<file path="src/rtl/mini_mips_pkg.sv">
// Shared MiniMIPS definitions: default widths, fetch timeout and the fetch FSM encoding.
package mini_mips_pkg;

   localparam int ADDR_W_DEF   = 32;
   localparam int INSTR_W_DEF  = 16;
   localparam int MAX_WAIT_DEF = 255;

   localparam int NUM_ENT = 2;
   localparam int ENT_CUR = 0;
   localparam int ENT_PF  = 1;

   typedef enum logic [1:0] {
      FS_IDLE,
      FS_DEMAND,
      FS_PREFETCH,
      FS_ERROR
   } fetch_state_e;

endpackage

</file>
<file path="src/rtl/fetch_entry.sv">
// One fetch buffer slot: address/data/valid register with load, clear and a PC match output.
module fetch_entry #(
   parameter int AW = 32,
   parameter int DW = 16
) (
   input  logic          clk,
   input  logic          rst_n,
   input  logic          load_i,
   input  logic          clr_i,
   input  logic [AW-1:0] addr_i,
   input  logic [DW-1:0] data_i,
   input  logic [AW-1:0] match_addr_i,
   output logic          vld_o,
   output logic [AW-1:0] addr_o,
   output logic [DW-1:0] data_o,
   output logic          match_o
);

   logic          vld_q, vld_d;
   logic [AW-1:0] addr_q, addr_d;
   logic [DW-1:0] data_q, data_d;

   // A load beats a clear so an entry can be refilled on the edge it is consumed.
   always_comb begin
      vld_d  = vld_q;
      addr_d = addr_q;
      data_d = data_q;
      if (load_i) begin
         vld_d  = 1'b1;
         addr_d = addr_i;
         data_d = data_i;
      end else if (clr_i) begin
         vld_d = 1'b0;
      end
   end

   always_ff @(posedge clk or negedge rst_n) begin
      if (!rst_n) begin
         vld_q  <= 1'b0;
         addr_q <= '0;
         data_q <= '0;
      end else begin
         vld_q  <= vld_d;
         addr_q <= addr_d;
         data_q <= data_d;
      end
   end

   assign vld_o   = vld_q;
   assign addr_o  = addr_q;
   assign data_o  = data_q;
   assign match_o = vld_q && (addr_q == match_addr_i);

endmodule

</file>
<file path="src/rtl/instr_fetch_unit.sv">
// Fetch stage for the MiniMIPS core: a current and a sequential prefetch entry
// filled from a variable-latency memory over a req/ack handshake, with a timeout.
module instr_fetch_unit
   import mini_mips_pkg::*;
#(
   parameter int ADDR_W   = ADDR_W_DEF,
   parameter int INSTR_W  = INSTR_W_DEF,
   parameter int MAX_WAIT = MAX_WAIT_DEF
) (
   input  logic               clk,
   input  logic               rst_n,
   input  logic [ADDR_W-1:0]  pc,
   input  logic               advance,
   output logic [INSTR_W-1:0] instruction,
   output logic               instr_valid,
   output logic               fetch_err,
   output logic               mem_req,
   output logic [ADDR_W-1:0]  mem_addr,
   input  logic               mem_ack,
   input  logic [INSTR_W-1:0] mem_rdata
);

   localparam int                WAIT_W    = $clog2(MAX_WAIT + 1);
   localparam logic [WAIT_W-1:0] WAIT_LAST = WAIT_W'(MAX_WAIT - 1);

   fetch_state_e        state_q;
   logic                mem_req_q;
   logic                fetch_err_q;
   logic [ADDR_W-1:0]   mem_addr_q;
   logic [WAIT_W-1:0]   wait_cnt_q;

   logic                ent_load    [NUM_ENT];
   logic                ent_clr     [NUM_ENT];
   logic [ADDR_W-1:0]   ent_addr_in [NUM_ENT];
   logic [INSTR_W-1:0]  ent_data_in [NUM_ENT];
   logic                ent_vld     [NUM_ENT];
   logic [ADDR_W-1:0]   ent_addr    [NUM_ENT];
   logic [INSTR_W-1:0]  ent_data    [NUM_ENT];
   logic                ent_match   [NUM_ENT];

   generate
      for (genvar gi = 0; gi < NUM_ENT; gi++) begin : g_ent
         fetch_entry #(
            .AW (ADDR_W),
            .DW (INSTR_W)
         ) u_entry (
            .clk          (clk),
            .rst_n        (rst_n),
            .load_i       (ent_load[gi]),
            .clr_i        (ent_clr[gi]),
            .addr_i       (ent_addr_in[gi]),
            .data_i       (ent_data_in[gi]),
            .match_addr_i (pc),
            .vld_o        (ent_vld[gi]),
            .addr_o       (ent_addr[gi]),
            .data_o       (ent_data[gi]),
            .match_o      (ent_match[gi])
         );
      end
   endgenerate

   logic [ADDR_W-1:0] cur_next;
   logic ack_acc, hit, pf_hit, pf_seq, consume;
   logic dmd_load, pf_ack, pf_to_cur, pf_keep, promote, miss, pf_go;

   assign cur_next = ent_addr[ENT_CUR] + ADDR_W'(1);
   assign ack_acc  = mem_req_q && mem_ack;
   assign hit      = ent_match[ENT_CUR] && (state_q != FS_ERROR);
   assign pf_hit   = ent_match[ENT_PF];
   assign pf_seq   = ent_vld[ENT_PF] && (ent_addr[ENT_PF] == cur_next);
   assign consume  = advance && hit;
   assign dmd_load = ack_acc && (state_q == FS_DEMAND);
   assign pf_ack   = ack_acc && (state_q == FS_PREFETCH);

   // A prefetch that returns exactly when the core wants it goes straight into cur,
   // saving the promotion cycle; one orphaned by a branch elsewhere is dropped.
   assign pf_to_cur = pf_ack && ((consume && (mem_addr_q == cur_next)) ||
                                 (!hit && (mem_addr_q == pc)));
   assign pf_keep   = pf_ack && hit && !pf_to_cur;
   assign promote   = (state_q != FS_ERROR) && !dmd_load &&
                      ((consume && pf_seq) || (!hit && pf_hit));
   assign miss      = !hit && !pf_hit;
   assign pf_go     = ent_vld[ENT_CUR] && !ent_vld[ENT_PF];

   assign ent_load[ENT_CUR]    = dmd_load || pf_to_cur || promote;
   assign ent_clr[ENT_CUR]     = consume;
   assign ent_addr_in[ENT_CUR] = promote ? ent_addr[ENT_PF] : mem_addr_q;
   assign ent_data_in[ENT_CUR] = promote ? ent_data[ENT_PF] : mem_rdata;

   assign ent_load[ENT_PF]     = pf_keep;
   assign ent_clr[ENT_PF]      = promote;
   assign ent_addr_in[ENT_PF]  = mem_addr_q;
   assign ent_data_in[ENT_PF]  = mem_rdata;

   always_ff @(posedge clk or negedge rst_n) begin
      if (!rst_n) begin
         state_q     <= FS_IDLE;
         mem_req_q   <= 1'b0;
         mem_addr_q  <= '0;
         wait_cnt_q  <= '0;
         fetch_err_q <= 1'b0;
      end else begin
         unique case (state_q)
            FS_IDLE: begin
               if (miss) begin
                  state_q    <= FS_DEMAND;
                  mem_req_q  <= 1'b1;
                  mem_addr_q <= pc;
                  wait_cnt_q <= '0;
               end else if (pf_go) begin
                  state_q    <= FS_PREFETCH;
                  mem_req_q  <= 1'b1;
                  mem_addr_q <= cur_next;
                  wait_cnt_q <= '0;
               end
            end
            FS_DEMAND, FS_PREFETCH: begin
               // Requests run to completion; a branch just waits for the ack.
               if (ack_acc) begin
                  state_q   <= FS_IDLE;
                  mem_req_q <= 1'b0;
               end else begin
                  wait_cnt_q <= wait_cnt_q + WAIT_W'(1);
                  if (wait_cnt_q == WAIT_LAST) begin
                     state_q     <= FS_ERROR;
                     mem_req_q   <= 1'b0;
                     fetch_err_q <= 1'b1;
                  end
               end
            end
            default: begin
            end
         endcase
      end
   end

   assign instr_valid = hit;
   assign instruction = hit ? ent_data[ENT_CUR] : '0;
   assign fetch_err   = fetch_err_q;
   assign mem_req     = mem_req_q;
   assign mem_addr    = mem_addr_q;

endmodule

</file>
<file path="config.mk">
export PLATFORM = sky130hd
export DESIGN_NAME = instr_fetch_unit
export DESIGN_NICKNAME = d
export VERILOG_FILES = /design/src/rtl/mini_mips_pkg.sv /design/src/rtl/fetch_entry.sv /design/src/rtl/instr_fetch_unit.sv
export SDC_FILE = /design/constraint.sdc
export NUM_CORES = 1
export LEC_CHECK = 0
export ABC_CLOCK_PERIOD_IN_PS = 4370
export CAP_MARGIN = 20
export CORE_MARGIN = 1
export CORE_UTILIZATION = 53
export DETAILED_ROUTE_END_ITERATION = 16
export PLACE_DENSITY = 0.76
export SKIP_CTS_REPAIR_TIMING = 1
export SLEW_MARGIN = 20
export SYNTH_ARGS = -nofsm -noshare
export SYNTH_HDL_FRONTEND = slang
export SYNTH_SLANG_ARGS = --single-unit
</file>
<file path="constraint.sdc">
create_clock -name clk -period 4.37 [get_ports clk]
set_clock_uncertainty 0.05 [all_clocks]
set_input_delay 1.311 -clock clk [delete_from_list [all_inputs] [get_ports clk]]
set_output_delay 1.311 -clock clk [all_outputs]
set_load 0.05 [all_outputs]
</file>
==> key figures <==
Setup path
  – Type of the worst setup path: primary input to output pin
  – CP Capture Type: output pin
  – Critical path launch point type: primary input
  – Data arrival, critical path: 3.26 ns
  – Highest fanout seen on the critical path: 6
  – Data required, critical path: 3.01 ns

Final layout
  – Number of antenna diodes: 0
  – Filler cells: 1392
  – Design area: 0.0135 mm2
  – Share of final-layout standard cells stronger than drive strength 1: 33.6%
  – Util after Layout: 71.6%
  – # nets final: 1239
  – Area growth from synthesis to layout: 30.9%

Global route
  – Remaining global-route overflow: 0
  – Via count of the first global-routing pass: 8632
  – Number of antenna violations at the first check in global routing: 0
  – Maximum number of pins on one net before global-route repair: 86
  – GRT Overall Usage: 33.7%
  – Wire length of the first global-routing pass: 50.5 mm

Die
  – Initial core utilization: 54.7%
  – Vertical extent of the die: 142 um
  – Number of ports placed on the die boundary: 103
  – Number of core rows: 50
  – Core region area: 0.0189 mm2
  – Die X: 142 um
  – DIE AREA: 0.0201 mm2

Logic synthesis
  – Most repeated cell in the gate-level netlist after synthesis: dfrtp_1
  – Fraction of registers with async set/reset: 100%
  – Area fraction in compound gates after synthesis: 6.01%
  – Count of cell types in the netlist: 72
  – Share of synthesized area spent on multiplexers: 19.7%
  – Ys flop type: dfrtp_1
  – Commonest cells in the netlist: dfrtp_1 (142), mux2_2 (137), xnor2_1 (91)
  – Syn Nets: 1072
  – Share of the synthesized area in the top cell type: 34.4%
  – Largest cells by area after synthesis: dfrtp_1 (34%), mux2_2 (15%), xnor2_1 (7.7%)
  – Number of warnings issued by yosys: 0
  – Mean cell area of the mapped netlist: 10.2 um2
  – Post-Synth Adder-Cell Area: 0.944%
  – Number of flops mapped to enable cells by yosys: 0
  – Post-synthesis xor/xnor area fraction: 17.6%
  – Main combinational cell family by area after synthesis: multiplexers
  – Portion of the post-synthesis area used by sequential elements: 34.4%
  – Number of synthesized register bits: 142
  – Cell accounting for the most synthesized area: dfrtp_1
  – Netlist area before placement: 0.0103 mm2
  – Simple-gate area share of the yosys netlist: 15.0%
  – Post-Syn Instances: 1013

Power and ir drop
  – Leakage power: 6.43 nW
  – Power density over cell area: 226 mW/mm2
  – Worst vdd ir: 0.227 mV

STA
  – Worst-Margin Slew: 0.796 ns
  – Setup TNS: -6.07 ns
  – Share of the clock period used by the worst path: 106%
  – Worst relative slew slack: 46.8%
  – Maximum clock rate: 216 MHz
  – RSZ-0062 raised after global routing: yes
  – Setup ws final: -0.255 ns
  – Max Slew Vio Count: 0
  – Time the final worst path needs with I/O delays and setup: 4.62 ns
  – Count of final setup violators: 60
  – Final hold violations: 0

Status
  – Failing checks: setup timing
  – Status: complete, but fails checks

Placement
  – Placer Congestion: 1.08
  – Number of buffers inserted by port buffering: 102
  – HPWL after detailed placement: 24.4 mm
  – Post-DP Area: 0.0125 mm2

Route
  – Count of vias placed by the detailed router: 8605
  – Count of routing violations after the opening detailed-route iteration: 676
  – Routed wirelength normalized by instance count: 23.2 um
  – Number of detailed-routing iterations run before antenna repair: 6
  – DRC: 0
  – Remaining antenna violation count after routing: 0
  – Vias per cell: 5.93
  – Detailed-route wire length: 33.7 mm

CTS
  – Clock network latency to the later pin of the worst-skew pair: 0.43 ns
  – # H-tree levels: 4
  – CTS root buf: clkbuf_16
  – Number of buffers created by CTS: 17
  – Number of sinks on the clock net: 142
  – Number of buffers between clock root and the deepest sink: 2
  – Clock slew at reported path FFs: 0.06 ns
  – CTS tree: built

Run
  – Number of max-cap violations: 0

Worst hold path
  – Kind of path behind the tightest hold check: flop to flop
-- power breakdown --
group | internal [mW] | switching [mW]
logic | 0.118 | 0.122
clock network | 0.898 | 0.608
registers | 1.31 | 0
-- metrics by stage --
step | instances | total power, mW | hold WS (ns) | worst slack (ns)
3_3_place_gp | 1407 | 1.57 | 0.405 | -0.610
3_5_place_dp | 1407 | 1.57 | 0.412 | -0.676
6_report | 1452 | 3.06 | 0.420 | -0.255
4_1_cts | 1438 | 3.07 | 0.426 | -0.616
2_1_floorplan | 1013 | 1.40 | 0.420 | -0.109
5_1_grt | 1452 | 3.15 | 0.436 | -0.305
-- metal layers --
layer | share of wire (%) | routed length [um] | GRT usage [%]
met1 | 42 | 14300 | 44.0
met2 | 47 | 15700 | 55.1
met3 | 7.0 | 2350 | 7.36
met4 | 3.9 | 1310 | 11.4
met5 | 0 | 0 | 0
-- critical path, cell delays in order --
cell            delay [ns]
dlymetal6s2s_1        0.15
xnor2_1               0.14
buf_4                 0.16
nand3_1               0.10
or4b_4                0.51
nor4b_4               0.27
buf_6                 0.18
clkbuf_16             0.15
and2_4                0.15
buf_12                0.13
-- worst paths after layout --
| check | end | slack (ns) | depth (start not counted) | startpoint |
|---|---|---|---|---|
| setup / recovery | instruction[2] | -0.25 | 10 | pc[23] |
| hold / removal | fetch_err$_DFFE_PN0P_ | 0.42 | 1 | fetch_err$_DFFE_PN0P_ |
| setup reg to reg | g_ent[0].u_entry.data_o[2]$_DFFE_PN0P_ | -0.08 | 12 | g_ent[0].u_entry.addr_o[0]$_DFFE_PN0P_ |
| hold reg to reg | fetch_err$_DFFE_PN0P_ | 0.42 | 1 | fetch_err$_DFFE_PN0P_ |
| max in group asynchronous | g_ent[0].u_entry.addr_o[1]$_DFFE_PN0P_ | 2.60 | 2 | rst_n |
| min in group asynchronous | mem_addr[10]$_DFFE_PN0P_ | 0.79 | 1 | rst_n |
-- final cells by class --
class / count / area [um2] / share of cell area [%]
Tap cell: 260 / 325 / 2.40
Sequential cell: 142 / 3550 / 26.3
Clock buffer: 18 / 429 / 3.17
Multi-Input combinational cell: 750 / 6370 / 47.1
Timing Repair Buffer: 247 / 2600 / 19.2
Inverter: 22 / 82.6 / 0.610
Clock inverter: 13 / 165 / 1.22
-- sequential cells by signal, summed over array words and instances (netlist names) --
signal and flops:
g_ent.u_entry.addr_o 64, g_ent.u_entry.data_o 32, mem_req 1, wait_cnt_q 8, mem_addr 32, fetch_err 1, g_ent.u_entry.vld_o 2, state_q 2
-- cells by family (layout without fill, tap and decap cells) --
logic type / Yosys count / in the layout
buffers and inverters: 121 / 300
XOR/XNOR: 190 / 190
flip-flops: 142 / 142
AND/OR/NAND/NOR: 271 / 271
AO/OA/AOI/OAI: 97 / 97
adder cells (fa/ha/maj): 8 / 8
multiplexers: 184 / 184
-- cells in the final DEF, fill, tap and decap left out, types with 23 or more instances in the layout --
master / n
nor4_1: 23
mux2_2: 134
nor2_1: 25
buf_4: 124
dfrtp_1: 141
o21ai_0: 45
xor2_1: 82
nand4_1: 33
mux2i_1: 43
buf_12: 30
clkdlybuf4s50_1: 53
dlymetal6s2s_1: 27
nand2_1: 68
xnor2_1: 83
Power figures use the tool's default switching activity.
